$ cat src/rtl/mips_cpu_mem_sequencer.sv
`default_nettype none
// ============================================================================
// Module   : mips_cpu_mem_sequencer
// Brief    : Multi-cycle data-memory access sequencer between the CPU core
//            and a word-addressed, wait-state memory bus with byte enables.
//            Handles lw/lh/lhu/lb/lbu/sw/sh/sb one request at a time, stalls
//            the core until completion, returns lane-extracted and extended
//            load data, and flags misaligned accesses without using the bus.
// Ports    : clk, reset                    - clock / sync active-high reset
//            req_valid/write/size/signed   - core request (held until resp)
//            req_addr, req_wdata           - byte address, right-justified data
//            stall                         - core freeze
//            resp_valid, resp_rdata        - completion pulse and load data
//            misaligned                    - error pulse, with resp_valid
//            bus_address/read/write        - word address and strobes
//            bus_byteenable, bus_writedata - lane enables, replicated data
//            bus_waitrequest, bus_readdata - bus handshake and read data
// Revision : 1.0 - initial release
// ============================================================================
module mips_cpu_mem_sequencer #(
  parameter int ADDR_W = 32,
  parameter int DATA_W = 32   // only 32 is supported
) (
  input  logic              clk,
  input  logic              reset,
  input  logic              req_valid,
  input  logic              req_write,
  input  logic [1:0]        req_size,
  input  logic              req_signed,
  input  logic [ADDR_W-1:0] req_addr,
  input  logic [DATA_W-1:0] req_wdata,
  output logic              stall,
  output logic              resp_valid,
  output logic [DATA_W-1:0] resp_rdata,
  output logic              misaligned,
  output logic [ADDR_W-1:0] bus_address,
  output logic              bus_read,
  output logic              bus_write,
  output logic [3:0]        bus_byteenable,
  output logic [DATA_W-1:0] bus_writedata,
  input  logic              bus_waitrequest,
  input  logic [DATA_W-1:0] bus_readdata
);

  localparam logic [1:0] c_size_byte = 2'b00;
  localparam logic [1:0] c_size_half = 2'b01;
  localparam logic [1:0] c_size_word = 2'b10;

  typedef enum logic [1:0] {
    ST_IDLE   = 2'd0,
    ST_ACCESS = 2'd1,
    ST_RESP   = 2'd2
  } state_t;

  state_t r_state;
  state_t w_next_state;

  // Request fields captured at acceptance; the core may change req_* afterwards.
  logic       r_write;
  logic [1:0] r_size;
  logic       r_signed;
  logic [1:0] r_lane;
  logic       r_err;

  logic [1:0]        w_size_eff;
  logic              w_misaligned;
  logic [3:0]        w_byteenable;
  logic [DATA_W-1:0] w_writedata;
  logic [7:0]        w_rd_byte;
  logic [15:0]       w_rd_half;
  logic [DATA_W-1:0] w_load_data;

  // Size 11 is illegal and handled exactly like a word access.
  assign w_size_eff = (req_size == 2'b11) ? c_size_word : req_size;

  assign w_misaligned = ((w_size_eff == c_size_half) && req_addr[0]) ||
                        ((w_size_eff == c_size_word) && (req_addr[1:0] != 2'b00));

  always_comb begin
    w_byteenable = 4'b1111;
    w_writedata  = req_wdata;
    case (w_size_eff)
      c_size_byte: begin
        w_byteenable = 4'b0001 << req_addr[1:0];
        w_writedata  = {4{req_wdata[7:0]}};
      end
      c_size_half: begin
        w_byteenable = req_addr[1] ? 4'b1100 : 4'b0011;
        w_writedata  = {2{req_wdata[15:0]}};
      end
      default: begin
        w_byteenable = 4'b1111;
        w_writedata  = req_wdata;
      end
    endcase
  end

  // Little-endian lane extraction from the bus word using the latched offset.
  always_comb begin
    w_rd_byte = bus_readdata[7:0];
    case (r_lane)
      2'd0:    w_rd_byte = bus_readdata[7:0];
      2'd1:    w_rd_byte = bus_readdata[15:8];
      2'd2:    w_rd_byte = bus_readdata[23:16];
      default: w_rd_byte = bus_readdata[31:24];
    endcase
  end

  assign w_rd_half = r_lane[1] ? bus_readdata[31:16] : bus_readdata[15:0];

  always_comb begin
    w_load_data = bus_readdata;
    case (r_size)
      c_size_byte: w_load_data = {{24{r_signed & w_rd_byte[7]}}, w_rd_byte};
      c_size_half: w_load_data = {{16{r_signed & w_rd_half[15]}}, w_rd_half};
      default:     w_load_data = bus_readdata;
    endcase
  end

  // Next state and handshake outputs.
  always_comb begin
    w_next_state = r_state;
    stall        = 1'b0;
    resp_valid   = 1'b0;
    misaligned   = 1'b0;
    bus_read     = 1'b0;
    bus_write    = 1'b0;
    case (r_state)
      ST_IDLE: begin
        stall = req_valid;
        if (req_valid) begin
          w_next_state = w_misaligned ? ST_RESP : ST_ACCESS;
        end
      end
      ST_ACCESS: begin
        stall     = 1'b1;
        bus_read  = ~r_write;
        bus_write = r_write;
        if (!bus_waitrequest) begin
          w_next_state = ST_RESP;
        end
      end
      ST_RESP: begin
        // The core advances in this cycle, so the next IDLE sees a new request.
        resp_valid   = 1'b1;
        misaligned   = r_err;
        w_next_state = ST_IDLE;
      end
      default: w_next_state = ST_IDLE;
    endcase
  end

  always_ff @(posedge clk) begin
    if (reset) begin
      r_state        <= ST_IDLE;
      r_write        <= 1'b0;
      r_size         <= 2'b00;
      r_signed       <= 1'b0;
      r_lane         <= 2'b00;
      r_err          <= 1'b0;
      bus_address    <= '0;
      bus_byteenable <= 4'b0000;
      bus_writedata  <= '0;
      resp_rdata     <= '0;
    end else begin
      r_state <= w_next_state;
      case (r_state)
        ST_IDLE: begin
          if (req_valid) begin
            r_write  <= req_write;
            r_size   <= w_size_eff;
            r_signed <= req_signed;
            r_lane   <= req_addr[1:0];
            r_err    <= w_misaligned;
            if (w_misaligned) begin
              resp_rdata <= '0;
            end else begin
              // Bus-facing registers only move for accesses that use the bus.
              bus_address    <= {req_addr[ADDR_W-1:2], 2'b00};
              bus_byteenable <= w_byteenable;
              bus_writedata  <= w_writedata;
            end
          end
        end
        ST_ACCESS: begin
          if (!bus_waitrequest) begin
            resp_rdata <= r_write ? '0 : w_load_data;
          end
        end
        default: ;
      endcase
    end
  end

endmodule
`default_nettype wire

$ cat config.mk
export PLATFORM = sky130hd
export DESIGN_NAME = mips_cpu_mem_sequencer
export DESIGN_NICKNAME = d
export VERILOG_FILES = /design/src/rtl/mips_cpu_mem_sequencer.sv
export SDC_FILE = /design/constraint.sdc
export NUM_CORES = 1
export LEC_CHECK = 0
export CAP_MARGIN = 10
export CORE_ASPECT_RATIO = 1.2
export CORE_UTILIZATION = 45
export DETAILED_ROUTE_END_ITERATION = 6
export PLACE_DENSITY = 0.95
export SLEW_MARGIN = 20
export SYNTH_ARGS = -nofsm -noshare
export SYNTH_HDL_FRONTEND = slang
export SYNTH_SLANG_ARGS = --single-unit
$ cat constraint.sdc
create_clock -name clk -period 4.51 [get_ports clk]
set_input_delay 1.353 -clock clk [delete_from_list [all_inputs] [get_ports clk]]
set_output_delay 1.353 -clock clk [all_outputs]
set_load 0.02 [all_outputs]
==> flow_summary.toml <==
[status]
outcome = "complete, no violations"

[timing]
peak_freq_mhz = 254
final-max-slew-violation-count = 0
hold_slack_ps = 455
final.min_clock_period_ps = 3940
finalSetupTns_ps = 0
setup_viol = 0
timing_worst_slew_pin_value_ps = 873
grt_setup_unrepaired = "false"
finalCritPeriodShare_pct = 87.5
timing_hold_violations_final = 0
relSlewSlack_pct = 41.6
timing.clock.skew_ps = 4.22

[global_route]
first_pass_grt_wire_length_mm = 22.7
grt_overflow_total = 0
grtUsageTotal_pct = 27.5
antenna_found_initial = 0
grt_pass1_vias = 4538
pin_count_of_the_biggest_net_entering_global_routing = 87

[place]
placement.io_buffers = 206
gp_routability_congestion = 0.890
place_area_mm2 = 0.00671
dp_hpwl_mm = 10.7

[setup_path]
critical-path-top-delay-family = "buffers and inverters"
critical_path_peak_fanout = 3
end_kind = "output pin"
startpoint_type = "input port"
worst-setup-path-type = "in -> out"
cp.arrival_ps = 2590
timing.critical_path.slowest_stage_cell = "clkdlybuf4s50_1"
cp_slowest_stage_delay_ps = 600
critical_path.n_buffers_inverters = 2
path_cells = "clkdlybuf4s50_1, nor2_1, nor2_1, clkdlybuf4s50_1"
required_ps = 3160

[route]
final_antenna_net_count = 0
detailedRoute.firstPassIterationCount = 6
totalWireLength_mm = 14.6
drc_marker_count_from_the_first_detailed_route_iteration = 210
viasPerCell = 5.55
route.detailed.drc = 0
routed_wire_length_per_instance_um = 17.3
total_via_count_after_detailed_routing = 4689

[clock_tree]
clock_tree.htree_level_count = 3
clock-root-buffer = "clkbuf_16"
tritoncts_num_sinks = 107
path_clk_slew_ps = 70
max_clock_buf_depth = 2
cts_hold_repair.buffers = 0
postCtsSetupRepairBufs = 0
numCtsBuffers = 9
clk_latency_ps = 340
postCtsResizedCells = 0
tritoncts = "yes"

[power_and_ir_drop]
power.density_mw_per_mm2 = 329
total_leakage_power_nw = 2.51
power.switching_fraction_pct = 27.3
power.internal_mw = 1.68
p_clk_share_pct = 34.1
netSwitchingPower_uw = 629
power.sequential.fraction_pct = 44.6
share_comb_of_total_power_pct = 21.3
ir_drop_mv = 0.240

[synthesis]
synth_top_family_by_area = "compound AO/OA/AOI/OAI gates"
ys_async_sr_fraction_pct = 0
netlist_instances = 534
synth_compound_gate_area_share_pct = 24.8
synth_simple_gate_area_share_pct = 15.1
dominantRegCellSynth = "dfxtp_1"
synth-warning-count = 0
synth_xor_area_share_pct = 0
yosys_register_bits = 107
netlist_top_cells_area = "dfxtp_1 (46%), nand2_1 (8.8%), a21oi_1 (7.1%), mux2i_1 (6.7%), o2bb2ai_1 (4.4%)"
post_synth_instance_area_mm2 = 0.00463
yosys.area.top_type = "dfxtp_1"
synth-edff-count = 0
synth_top_area_share_pct = 46.3
synth.mux.area_fraction_pct = 8.17
number_of_library_cell_types_mapped_by_synthesis = 47
yosysSeqAreaShare_pct = 46.3
postSynthAreaPerCell_um2 = 8.66
synth_fa_ha_area_share_pct = 0

[worst_hold_path]
worst_hold_path_type = "reg -> reg"

[finish]
num-nets-final = 818
final_cell_mix = "clkdlybuf4s50_1 (205), nand2_1 (108), dfxtp_1 (107)"
final_util_pct = 70.0
n_antenna_cell = 0
drive_gt1_share_pct = 5.70
layout.cells.most_common = "clkdlybuf4s50_1"
final_design_area_no_fill_mm2 = 0.00701
syn_to_final_growth_pct = 51.5

[floorplan]
fp.dieArea_mm2 = 0.0107
start_util_pct = 46.2
boundaryPins = 209
core-area_mm2 = 0.0100
die-width_um = 94.6
placement_rows = 40
die_h_um = 113

[job]
cap_viol_max_count = 0
[power by group through the flow]
stage	sequential, mW	combinational, mW	clock [mW]
2_1_floorplan	1.10	0.203	0
3_3_place_gp	1.05	0.476	0
3_5_place_dp	1.05	0.488	0
4_1_cts	1.03	0.490	0.798
5_1_grt	1.04	0.526	0.844
6_report	1.03	0.491	0.787
[final timing paths]
path                           to  depth (start not counted)  slack, ps             from
setup reg to reg   resp_rdata[30]                          5       2120        r_size[1]
hold / removal    bus_address[19]                          2        450  bus_address[19]
setup / recovery            stall                          4        570        req_valid
hold reg to reg   bus_address[19]                          2        450  bus_address[19]
[synth_stat cells, types with 2 or more instances]
cell       instances
nor3b_1            2
clkinv_1           2
buf_6              2
inv_1              4
a211oi_1          10
o2bb2ai_1         23
a22o_1             7
nand3b_1           3
nand2b_1           4
nor2_1            32
buf_4              7
o211ai_1           8
nand2_1          108
a311oi_1          10
mux2i_1           31
mux2_2             6
o21ai_0           27
buf_2             15
buf_1              3
nor3_1             4
nor2b_1            5
dfxtp_1          107
clkbuf_1          20
a21boi_0           6
a21oi_1           66
[metrics by stage]
step,power (mW),worst slack [ps],instances
2_1_floorplan,1.30,1490,535
3_3_place_gp,1.52,573,829
3_5_place_dp,1.54,559,829
4_1_cts,2.32,552,845
5_1_grt,2.41,504,845
6_report,2.31,566,845
[cells by family after synthesis]
group | after synthesis
other cells | 1
mux | 37
simple gates | 164
buf+inv | 53
compound gates | 172
flops | 107
[routing by layer]
layer	GRT usage, %	wire [um]
met1	30.0	5430
met2	47.6	7210
met3	9.68	1530
met4	12.0	438
met5	0	0
[registers in the layout, indices dropped and copies added, names as in the netlist]
register / count
bus_writedata: 32
resp_rdata: 32
bus_address: 30
bus_byteenable: 4
r_lane: 2
r_size: 2
r_state: 2
r_err: 1
r_signed: 1
r_write: 1
[cell type report]
type / instances / area [um2]
clock buffer: 12 / 246
fill: 720 / 3000
inverter: 6 / 22.5
tap: 126 / 158
clock inverter: 4 / 50.0
timing repair buffer: 215 / 2140
multi-input combinational: 375 / 2250
sequential: 107 / 2140
[worst register-to-register path, stage by stage, from the launching register on]
cell	delay, ps
dfxtp_1	310
buf_4	290
nand2b_1	520
nor3_2	150
o41ai_4	810
o2bb2ai_1	170
(Power assumes the default switching activity.)
